<file path="config.mk">
export PLATFORM = sky130hd
export DESIGN_NAME = secuenciador_dispensado
export DESIGN_NICKNAME = d
export VERILOG_FILES = /design/src/rtl/secuenciador_dispensado_pkg.sv /design/src/rtl/secuenciador_dispensado_temporizador_fase.sv /design/src/rtl/secuenciador_dispensado.sv
export SDC_FILE = /design/constraint.sdc
export NUM_CORES = 1
export LEC_CHECK = 0
export BUFFER_PORTS_ARGS = -buffer_cell sky130_fd_sc_hd__buf_2
export CORE_MARGIN = 4
export CORE_UTILIZATION = 35
export CTS_BUF_LIST = sky130_fd_sc_hd__clkbuf_8
export CTS_CLUSTER_SIZE = 28
export DETAILED_ROUTE_END_ITERATION = 8
export MAX_ROUTING_LAYER = met4
export PLACE_DENSITY = 0.56
export SLEW_MARGIN = 20
export SYNTH_ARGS = -nofsm -noshare
export SYNTH_HDL_FRONTEND = slang
export SYNTH_HIERARCHICAL = 1
export SYNTH_SLANG_ARGS = --single-unit
</file>
<file path="constraint.sdc">
create_clock -name clk -period 3.72 [get_ports clk]
set_input_delay 0.558 -clock clk [delete_from_list [all_inputs] [get_ports clk]]
set_output_delay 0.558 -clock clk [all_outputs]
set_load 0.02 [all_outputs]
</file>
<file path="src/rtl/secuenciador_dispensado_pkg.sv">
// Shared definitions for the dispense sequencer: state/fase encoding, cup-size codes,
// default phase times and the latched recipe record.
package secuenciador_dispensado_pkg;

    typedef enum logic [2:0] {
        IDLE   = 3'b000,
        MOLER  = 3'b001,
        AGUA   = 3'b010,
        LECHE  = 3'b011,
        ESPUMA = 3'b100,
        AZUCAR = 3'b101,
        DONE   = 3'b110
    } estado_t;

    localparam logic [1:0] TAM_PEQUENO  = 2'b00;
    localparam logic [1:0] TAM_MEDIANO  = 2'b01;
    localparam logic [1:0] TAM_GRANDE   = 2'b10;
    localparam logic [1:0] TAM_INVALIDO = 2'b11;

    localparam int AZUCAR_MAX   = 5;
    localparam int T_MOLER_DEF  = 4;
    localparam int T_AGUA_DEF   = 4;
    localparam int T_LECHE_DEF  = 6;
    localparam int T_ESPUMA_DEF = 4;
    localparam int T_AZUCAR_DEF = 2;

    typedef struct packed {
        logic       concentracion;
        logic       leche;
        logic       espuma;
        logic [2:0] azucar;
        logic [1:0] tamano;
    } receta_t;

endpackage

</file>
<file path="src/rtl/secuenciador_dispensado_temporizador_fase.sv">
// Loadable 8-bit down-counter timing one dispense phase; holds at zero until reloaded.
module temporizador_fase (
    input  logic       clk,
    input  logic       reset,
    input  logic       carga,
    input  logic [7:0] valor_carga,
    output logic [7:0] valor,
    output logic       cero
);

    // NOTE: sequential state uses non-blocking assignments so every register samples pre-edge values.
    always_ff @(posedge clk) begin
        if (reset) begin
            valor <= '0;
        end else if (carga) begin
            valor <= valor_carga;
        end else if (valor != 8'd0) begin
            valor <= valor - 8'd1;
        end
    end

    assign cero = (valor == 8'd0);

endmodule

</file>
<file path="src/rtl/secuenciador_dispensado.sv">
// Coffee dispense sequencer: grind, water, milk, foam, sugar, then a one-cycle DONE.
// Optional macro SECUENCIA_CANCELAR_EN adds a cancelar input that aborts a running drink.
module secuenciador_dispensado
    import secuenciador_dispensado_pkg::*;
#(
    parameter int T_MOLER  = T_MOLER_DEF,
    parameter int T_AGUA   = T_AGUA_DEF,
    parameter int T_LECHE  = T_LECHE_DEF,
    parameter int T_ESPUMA = T_ESPUMA_DEF,
    parameter int T_AZUCAR = T_AZUCAR_DEF
) (
    input  logic       clk,
    input  logic       reset,
    input  logic       start,
    input  logic       concentracion,
    input  logic       leche,
    input  logic       espuma,
    input  logic [2:0] azucar_anadido,
    input  logic [1:0] tamano,
`ifdef SECUENCIA_CANCELAR_EN
    input  logic       cancelar,
`endif
    output logic       molino,
    output logic       valvula_agua,
    output logic       valvula_leche,
    output logic       espumador,
    output logic       dosif_azucar,
    output logic       ocupado,
    output logic       listo,
    output logic       error_sel,
    output logic [2:0] fase
);

    estado_t    estado, estado_sig;
    receta_t    receta, receta_ef;
    logic [7:0] len_moler, len_agua, len_leche, len_espuma, len_azucar;
    logic [7:0] duracion, cnt_valor;
    logic       cnt_cero, cnt_carga, arranque_ok;
    logic       molino_d, agua_d, leche_d, espuma_d, azucar_d, ocupado_d, listo_d, error_d;

    // First phase after 'desde' with a non-zero length; DONE when nothing remains.
    function automatic estado_t primera_fase(estado_t desde, logic [7:0] l_mol, l_agu,
                                             l_lec, l_esp, l_azu);
        estado_t r;
        r = DONE;
        if (desde < AZUCAR && l_azu != 8'd0) r = AZUCAR;
        if (desde < ESPUMA && l_esp != 8'd0) r = ESPUMA;
        if (desde < LECHE  && l_lec != 8'd0) r = LECHE;
        if (desde < AGUA   && l_agu != 8'd0) r = AGUA;
        if (desde < MOLER  && l_mol != 8'd0) r = MOLER;
        return r;
    endfunction

    // In IDLE the lengths come straight from the inputs so the first phase can start on the start edge.
    // NOTE: combinational blocks use blocking assignments and give every output a default first, so no latch is inferred.
    always_comb begin
        receta_ef = receta;
        if (estado == IDLE) begin
            receta_ef.concentracion = concentracion;
            receta_ef.leche         = leche;
            receta_ef.espuma        = espuma;
            receta_ef.azucar        = (azucar_anadido > 3'(AZUCAR_MAX)) ? 3'(AZUCAR_MAX) : azucar_anadido;
            receta_ef.tamano        = tamano;
        end
    end

    assign arranque_ok = (estado == IDLE) && start && (tamano != TAM_INVALIDO);
    assign len_moler   = 8'(T_MOLER) << receta_ef.concentracion;
    assign len_agua    = 8'(T_AGUA * (int'(receta_ef.tamano) + 1));
    assign len_leche   = receta_ef.leche  ? 8'(T_LECHE)  : 8'd0;
    assign len_espuma  = receta_ef.espuma ? 8'(T_ESPUMA) : 8'd0;
    assign len_azucar  = 8'(T_AZUCAR * int'(receta_ef.azucar));

    // Next-state logic.
    always_comb begin
        estado_sig = estado;
        case (estado)
            IDLE:
                if (arranque_ok)
                    estado_sig = primera_fase(IDLE, len_moler, len_agua, len_leche, len_espuma, len_azucar);
            MOLER, AGUA, LECHE, ESPUMA, AZUCAR:
                if (cnt_cero)
                    estado_sig = primera_fase(estado, len_moler, len_agua, len_leche, len_espuma, len_azucar);
            default:
                estado_sig = IDLE;
        endcase
`ifdef SECUENCIA_CANCELAR_EN
        if (cancelar && estado != IDLE) estado_sig = IDLE;
`endif
    end

    // Output logic, decoded from the next state so the registered outputs line up with fase.
    always_comb begin
        molino_d  = (estado_sig == MOLER);
        agua_d    = (estado_sig == AGUA);
        leche_d   = (estado_sig == LECHE);
        espuma_d  = (estado_sig == ESPUMA);
        azucar_d  = (estado_sig == AZUCAR);
        ocupado_d = (estado_sig != IDLE);
        listo_d   = (estado_sig == DONE);
        error_d   = (estado == IDLE) && start && (tamano == TAM_INVALIDO);
`ifdef SECUENCIA_CANCELAR_EN
        if (cancelar && estado != IDLE) error_d = 1'b1;
`endif
        case (estado_sig)
            MOLER:   duracion = len_moler;
            AGUA:    duracion = len_agua;
            LECHE:   duracion = len_leche;
            ESPUMA:  duracion = len_espuma;
            AZUCAR:  duracion = len_azucar;
            default: duracion = 8'd0;
        endcase
    end

    assign cnt_carga = (estado_sig != estado) && (duracion != 8'd0);

    temporizador_fase u_temporizador (
        .clk         (clk),
        .reset       (reset),
        .carga       (cnt_carga),
        .valor_carga (duracion - 8'd1),
        .valor       (cnt_valor),
        .cero        (cnt_cero)
    );

    // State, recipe and output registers.
    always_ff @(posedge clk) begin
        if (reset) begin
            estado        <= IDLE;
            receta        <= '0;
            molino        <= 1'b0;
            valvula_agua  <= 1'b0;
            valvula_leche <= 1'b0;
            espumador     <= 1'b0;
            dosif_azucar  <= 1'b0;
            ocupado       <= 1'b0;
            listo         <= 1'b0;
            error_sel     <= 1'b0;
        end else begin
            estado        <= estado_sig;
            if (arranque_ok) receta <= receta_ef;
            molino        <= molino_d;
            valvula_agua  <= agua_d;
            valvula_leche <= leche_d;
            espumador     <= espuma_d;
            dosif_azucar  <= azucar_d;
            ocupado       <= ocupado_d;
            listo         <= listo_d;
            error_sel     <= error_d;
        end
    end

    assign fase = estado;

endmodule

</file>
==> impl_metrics.env, run 1 <==
export IMPL_outcome="complete, no violations"
export IMPL_synth_top_area_cell="dfxtp_1"
export IMPL_start_util_pct=36.6
export IMPL_syn_nets=209
export IMPL_clock_sinks=27
export IMPL_yosys_top_cells_count="27 x dfxtp_1, 27 x nor2_1, 17 x nand2_1"
export IMPL_yosys_warnings=6
export IMPL_place_congestion=0.785
export IMPL_grt_antenna_before_repair=0
export IMPL_cap_violations=0
export IMPL_post_cts_setup_buffers=0
export IMPL_drc=0
export IMPL_arrival_ps=3440
export IMPL_start_kind="flip-flop"
export IMPL_power_switching_mw=0.561
export IMPL_peakVddDrop_mv=0.228
export IMPL_ys_seq_area_share_pct=31.1
export IMPL_worstPathRequired_ps=3910
export IMPL_skew_ps=3.84
export IMPL_cts_buffers=3
export IMPL_fin_cells=279
export IMPL_slowest_delay_ps=550
export IMPL_crit_type="reg2reg"
export IMPL_via_count=1423
export IMPL_dieArea_sq_mm=0.00616
export IMPL_ys_async_sr_fraction_pct=0
export IMPL_grt_usage_pct=13.3
export IMPL_worstPathCellList="nor4_4 > and4bb_1 > inv_1 > o32ai_4 > a211o_1 > a2bb2oi_2 > a311oi_2 > buf_4 > or2_2 > o32ai_1"
export IMPL_syn_to_final_growth_pct=10.3
export IMPL_syn_inst=195
export IMPL_worst_path_stages=10
export IMPL_p_per_area_mw_per_mm2=688
export IMPL_report_final_slew_viol_count=0
export IMPL_cts_resized=0
export IMPL_wl_microns=3700
export IMPL_synthTopCellsByArea="dfxtp_1 31%, nor2_1 5.8%, mux2i_1 4.6%"
export IMPL_wl_per_cell_microns=13.3
export IMPL_io_pins=22
export IMPL_max_freq_ghz=0.308
export IMPL_grt_pass1_wl_microns=6520
export IMPL_p_leak_nw=0.776
export IMPL_fin_setup_tns_ps=0
export IMPL_cts_tree="done"
export IMPL_htreeDepth=1
export IMPL_portBuffers=21
export IMPL_postCtsHoldBufs=0
export IMPL_synth_edf_count=0
export IMPL_ys_ff_latch=27
export IMPL_dieWidth_microns=78.5
export IMPL_place_ws_ps=473
export IMPL_cp_end_kind="flip-flop"
export IMPL_hold_class="reg2reg"
export IMPL_p_int_mw=0.759
export IMPL_tightestPinTransition_ps=688
export IMPL_grt_pass1_vias=1373
export IMPL_cts_root_buffer="clkbuf_8"
export IMPL_critPathMaxFanout=14
export IMPL_row_count=25
export IMPL_drive_above_1_share_pct=24.5
export IMPL_ys_flop_type="dfxtp_1"
export IMPL_dpl_cell_count=275
export IMPL_grt_overflow=0
export IMPL_period_needed_ps=3250
export IMPL_r2r_cells=10
export IMPL_utilization_pct=40.3
export IMPL_drtIter0Drc=77
export IMPL_fin_nets=227
export IMPL_holdPathStages=2
export IMPL_max_slew_margin_pct=53.9
export IMPL_cts_buffer_depth=2
export IMPL_core_area_sq_mm=0.00475
export IMPL_timing_final_crit_share_pct=87.4
export IMPL_yosys_area_top_type_share_pct=31.1
export IMPL_grt_max_degree=28
export IMPL_crit_slowest_cell="and4bb_1"
export IMPL_final_hold_viol_count=0
export IMPL_p_clk_share_pct=13.1
export IMPL_fin_ws_ps=469
export IMPL_rsz0062_at_grt="false"
export IMPL_first_pass_iters=4
export IMPL_ant_nets=0
export IMPL_via_per_inst=5.10
export IMPL_p_comb_share_pct=56.0
export IMPL_p_seq_share_pct=30.9
export IMPL_synth_cell_area_sq_mm=0.00174
export IMPL_critPathBufInv=2
export IMPL_synth_area_per_cell_sq_um=8.92
export IMPL_dpl_hpwl_microns=2750
export IMPL_insertion_delay_ps=280
export IMPL_finalSetupViolCount=0
export IMPL_synth_cell_types=61
export IMPL_die_h_microns=78.5
export IMPL_fillerInstances=516
export IMPL_swShare_pct=42.5
export IMPL_cp_top_family="simple AND/OR/NAND/NOR gates"
export IMPL_clk_pin_slew_ps=100
export IMPL_n_antenna_cell=0
==> cells by family (layout without fill, tap and decap cells) <==
family | after synthesis | count (layout) | synth area share, %
AOI/OAI and AO/OA | 41 | 41 | 21.4
xor gates and xnor gates | 6 | 6 | 3.02
adders and majority gates | 3 | 3 | 2.16
buffers and inverters | 22 | 39 | 7.48
DFF | 27 | 27 | 31.1
muxes | 12 | 12 | 7.19
other | 1 | 1 | 0.216
and+or+nand+nor | 83 | 83 | 27.5
==> final timing paths <==
| kind | startpoint | to | slack [ps] |
|---|---|---|---|
| setup / recovery | u_temporizador/valor[3]$_SDFFE_PP0P_ | u_temporizador/valor[4]$_SDFFE_PP0P_ | 470 |
| hold / removal | receta[1]$_SDFFE_PP0P_ | receta[1]$_SDFFE_PP0P_ | 460 |
| setup reg to reg | u_temporizador/valor[3]$_SDFFE_PP0P_ | u_temporizador/valor[4]$_SDFFE_PP0P_ | 470 |
| hold reg to reg | receta[1]$_SDFFE_PP0P_ | receta[1]$_SDFFE_PP0P_ | 460 |
==> worst reg2reg max path, stage by stage, from the launching register on <==
cell,delay [ps]
dfxtp_1,370
nor4_4,360
and4bb_1,550
inv_1,150
o32ai_4,420
a211o_1,230
a2bb2oi_2,190
a311oi_2,110
buf_4,200
or2_2,340
o32ai_1,260
==> power groups by stage <==
stage / Combinational (mW) / Sequential (mW) / Clock, mW
global route: 0.826 / 0.418 / 0.193
finish: 0.739 / 0.408 / 0.173
CTS: 0.744 / 0.408 / 0.182
floorplan: 0.631 / 0.412 / 0
detailed placement: 0.741 / 0.415 / 0
global placement: 0.740 / 0.414 / 0
==> placed cells by master, fill, tap and decap left out, types with 2 or more instances in the layout <==
cell / netlist / layout
o221ai_2: 2 / 2
nor2b_1: 3 / 3
o32ai_1: 4 / 4
dfxtp_1: 27 / 27
nand2_1: 17 / 17
inv_1: 9 / 9
nor2_1: 27 / 27
ha_1: 3 / 3
xnor2_1: 4 / 4
and3_1: 3 / 3
mux2i_1: 8 / 8
a211oi_1: 2 / 2
mux2_2: 3 / 3
nand4_1: 2 / 2
a31oi_1: 2 / 2
clkbuf_8: 0 / 3
o21ai_0: 2 / 2
a21oi_1: 9 / 9
a311oi_2: 2 / 2
o2bb2ai_1: 3 / 3
nor3_1: 9 / 9
buf_4: 1 / 5
xor2_1: 2 / 2
o21a_1: 2 / 2
nor3b_1: 4 / 4
buf_2: 2 / 21
==> final cells by class <==
cell class	count	area, sq um	share of cell area, %
inverters	9	33.8	1.76
clock inverters	1	7.51	0.391
clock buffers	3	41.3	2.15
multi-input cells	146	1070	55.7
flip-flops and latches	27	541	28.2
well taps	67	83.8	4.37
repair buffers	26	143	7.44
==> flip-flops by register name, indices dropped and copies added (netlist names) <==
register / cells
ocupado: 1
u_temporizador/valor: 8
valvula_leche: 1
dosif_azucar: 1
error_sel: 1
listo: 1
fase: 3
receta: 8
espumador: 1
valvula_agua: 1
molino: 1
==> routing by layer <==
| metal | track usage, % | part of all wire [%] |
|---|---|---|
| met1 | 18.5 | 52 |
| met2 | 19.8 | 44 |
| met3 | 1.72 | 2.2 |
| met4 | 4.72 | 1.8 |
| met5 | - | 0 |
==> stage by stage <==
step | hold slack [ps] | area, sq um | power (mW)
CTS | 462 | 1920 | 1.33
finish | 459 | 1920 | 1.32
detailed placement | 447 | 1870 | 1.16
floorplan | 434 | 1740 | 1.04
global route | 486 | 1920 | 1.44
global placement | 446 | 1870 | 1.15
No activity file was read; power rests on OpenSTA's default activity.
==> inputs of run 2 (changes only) <==
Settings changed: CORE_ASPECT_RATIO set to 0.7, CORE_UTILIZATION 35 to 60, CTS_CLUSTER_SIZE 28 to 24, PLACE_DENSITY 0.56 to 0.85.
==> run 2 against run 1 <==
Clock power down 3%. Design area shrank 2.3%. Wire length grew 2.2%. Critical path type unchanged. Die area down 38%. Largest power group unchanged. Non-clock buffer count is 2 lower. Flip-flop and latch count did not move. Setup slack worse by 160 ps. Maximum frequency decreased by 4.7%.
==> impl_metrics.env, run 2 (same netlist as run 1, synthesis figures left out) <==
export IMPL_total_power_mw=1.35
export IMPL_place_congestion=0.930
export IMPL_p_leak_nw=0.772
export IMPL_r2r_end="u_temporizador/valor[7]$_SDFFE_PP0P_"
export IMPL_ant_nets=0
export IMPL_grt_usage_pct=22.5
export IMPL_fin_cells=246
export IMPL_holdPathEnd="receta[0]$_SDFFE_PP0P_"
export IMPL_fin_setup_tns_ps=0
export IMPL_dpl_cell_count=242
export IMPL_arrival_ps=3610
export IMPL_holdPathStages=2
export IMPL_crit_type="reg2reg"
export IMPL_skew_ps=1.03
export IMPL_timing_final_crit_share_pct=91.7
export IMPL_outcome="complete, no violations"
export IMPL_cts_root_buffer="clkbuf_8"
export IMPL_grt_max_degree=28
export IMPL_critPathMaxFanout=16
export IMPL_dieWidth_microns=72.4
export IMPL_htreeDepth=1
export IMPL_grt_overflow=0
export IMPL_report_final_slew_viol_count=0
export IMPL_dpl_hpwl_microns=2860
export IMPL_cp_end_kind="flip-flop"
export IMPL_row_count=16
export IMPL_cap_violations=0
export IMPL_swShare_pct=43.9
export IMPL_final_hold_viol_count=0
export IMPL_clk_pin_slew_ps=90
export IMPL_p_int_mw=0.757
export IMPL_post_cts_setup_buffers=0
export IMPL_insertion_delay_ps=270
export IMPL_cts_buffers=3
export IMPL_postCtsHoldBufs=0
export IMPL_via_per_inst=6.22
export IMPL_r2r_cells=12
export IMPL_grt_antenna_before_repair=0
export IMPL_p_seq_share_pct=30.3
export IMPL_first_pass_iters=4
export IMPL_p_comb_share_pct=57.2
export IMPL_cts_resized=0
export IMPL_r2r_start="u_temporizador/valor[3]$_SDFFE_PP0P_"
export IMPL_fin_hold_ws_ps=460
export IMPL_max_freq_ghz=0.293
export IMPL_start_kind="flip-flop"
export IMPL_worstPathRequired_ps=3920
export IMPL_reg2reg_slack_ps=310
export IMPL_cp_top_family="simple AND/OR/NAND/NOR gates"
export IMPL_rsz0062_at_grt="false"
export IMPL_crit_start="u_temporizador/valor[3]$_SDFFE_PP0P_"
export IMPL_period_needed_ps=3410
export IMPL_wl_per_cell_microns=15.4
export IMPL_tightestPinTransition_ps=668
export IMPL_io_pins=22
export IMPL_slowest_delay_ps=470
export IMPL_crit_slowest_cell="mux2i_1"
export IMPL_cts_tree="done"
export IMPL_fin_nets=225
export IMPL_mostFrequentLayoutCells="27 x nor2_1, 27 x dfxtp_1, 21 x buf_2"
export IMPL_dieArea_sq_mm=0.00384
export IMPL_start_util_pct=62.5
export IMPL_die_h_microns=53.0
export IMPL_peakVddDrop_mv=0.313
export IMPL_drtIter0Drc=146
export IMPL_min_delay_start="receta[0]$_SDFFE_PP0P_"
export IMPL_core_area_sq_mm=0.00278
export IMPL_n_antenna_cell=0
export IMPL_finalSetupViolCount=0
export IMPL_power_switching_mw=0.593
export IMPL_drc=0
export IMPL_hold_class="reg2reg"
export IMPL_clock_sinks=27
export IMPL_via_count=1530
export IMPL_cts_buffer_depth=2
export IMPL_drive_above_1_share_pct=23.8
export IMPL_worstPathCellList="nor4_4 > and4bb_1 > buf_4 > a311oi_2 > o32ai_4 > mux2i_1 > nor2_1 > a21oi_1 > ha_1 > and2_1 > nor2b_1 > nor3_1"
export IMPL_grt_pass1_vias=1391
export IMPL_syn_to_final_growth_pct=7.70
export IMPL_p_per_area_mw_per_mm2=721
export IMPL_critPathBufInv=1
export IMPL_portBuffers=21
export IMPL_max_slew_margin_pct=55.2
export IMPL_wl_microns=3780
export IMPL_grt_pass1_wl_microns=6500
export IMPL_p_clk_share_pct=12.4
==> run 2: per-stage QoR <==
step | setup WS (ps) | instance area [sq um] | util [%]
CTS | 241 | 1860 | 66.9
finish | 309 | 1870 | 67.3
global placement | 501 | 1820 | 65.2
floorplan | 692 | 1740 | -
global route | 49.7 | 1870 | 67.3
detailed placement | 271 | 1820 | 65.2
==> run 2: worst register-to-register path: stages, from the launching register on <==
cell	delay, ps
dfxtp_1	370
nor4_4	390
and4bb_1	400
buf_4	250
a311oi_2	150
o32ai_4	380
mux2i_1	470
nor2_1	140
a21oi_1	190
ha_1	210
and2_1	170
nor2b_1	60
nor3_1	150
==> run 2: layout make-up <==
| cell class | instances | area (sq um) |
|---|---|---|
| Fill cell | 219 | 910 |
| Inverter | 9 | 33.8 |
| Tap cell | 36 | 45.0 |
| Multi-Input combinational cell | 146 | 1080 |
| Clock buffer | 3 | 41.3 |
| Sequential cell | 27 | 541 |
| Clock inverter | 1 | 5.00 |
| Timing Repair Buffer | 24 | 128 |
==> run 2: how the worst max path moves through the flow <==
| stage | to | cells past startpoint |
|---|---|---|
| after floorplan | u_temporizador/valor[0]$_SDFFE_PP0P_ | 13 |
| after CTS | u_temporizador/valor[0]$_SDFFE_PP0P_ | 12 |
| final | u_temporizador/valor[7]$_SDFFE_PP0P_ | 12 |
| after global placement | u_temporizador/valor[0]$_SDFFE_PP0P_ | 12 |
| after global routing | u_temporizador/valor[3]$_SDFFE_PP0P_ | 12 |
| after detailed placement | u_temporizador/valor[0]$_SDFFE_PP0P_ | 12 |
==> run 2: layer usage <==
layer / GRT usage (%) / vias up / part of all wire (%)
li1: - / 734 / -
met1: 30.3 / 723 / 46
met2: 35.5 / 71 / 46
met3: 3.98 / 2 / 8.2
met4: 4.69 / 0 / 0.21
met5: - / - / 0
==> run 2: power by group through the flow <==
stage          Combinational, mW  Clock [mW]  Sequential (mW)
6_report                   0.773       0.168            0.410
5_1_grt                    0.845       0.183            0.418
4_1_cts                    0.747       0.172            0.409
3_5_place_dp               0.742           0            0.416
3_3_place_gp               0.713           0            0.411
2_1_floorplan              0.631           0            0.412
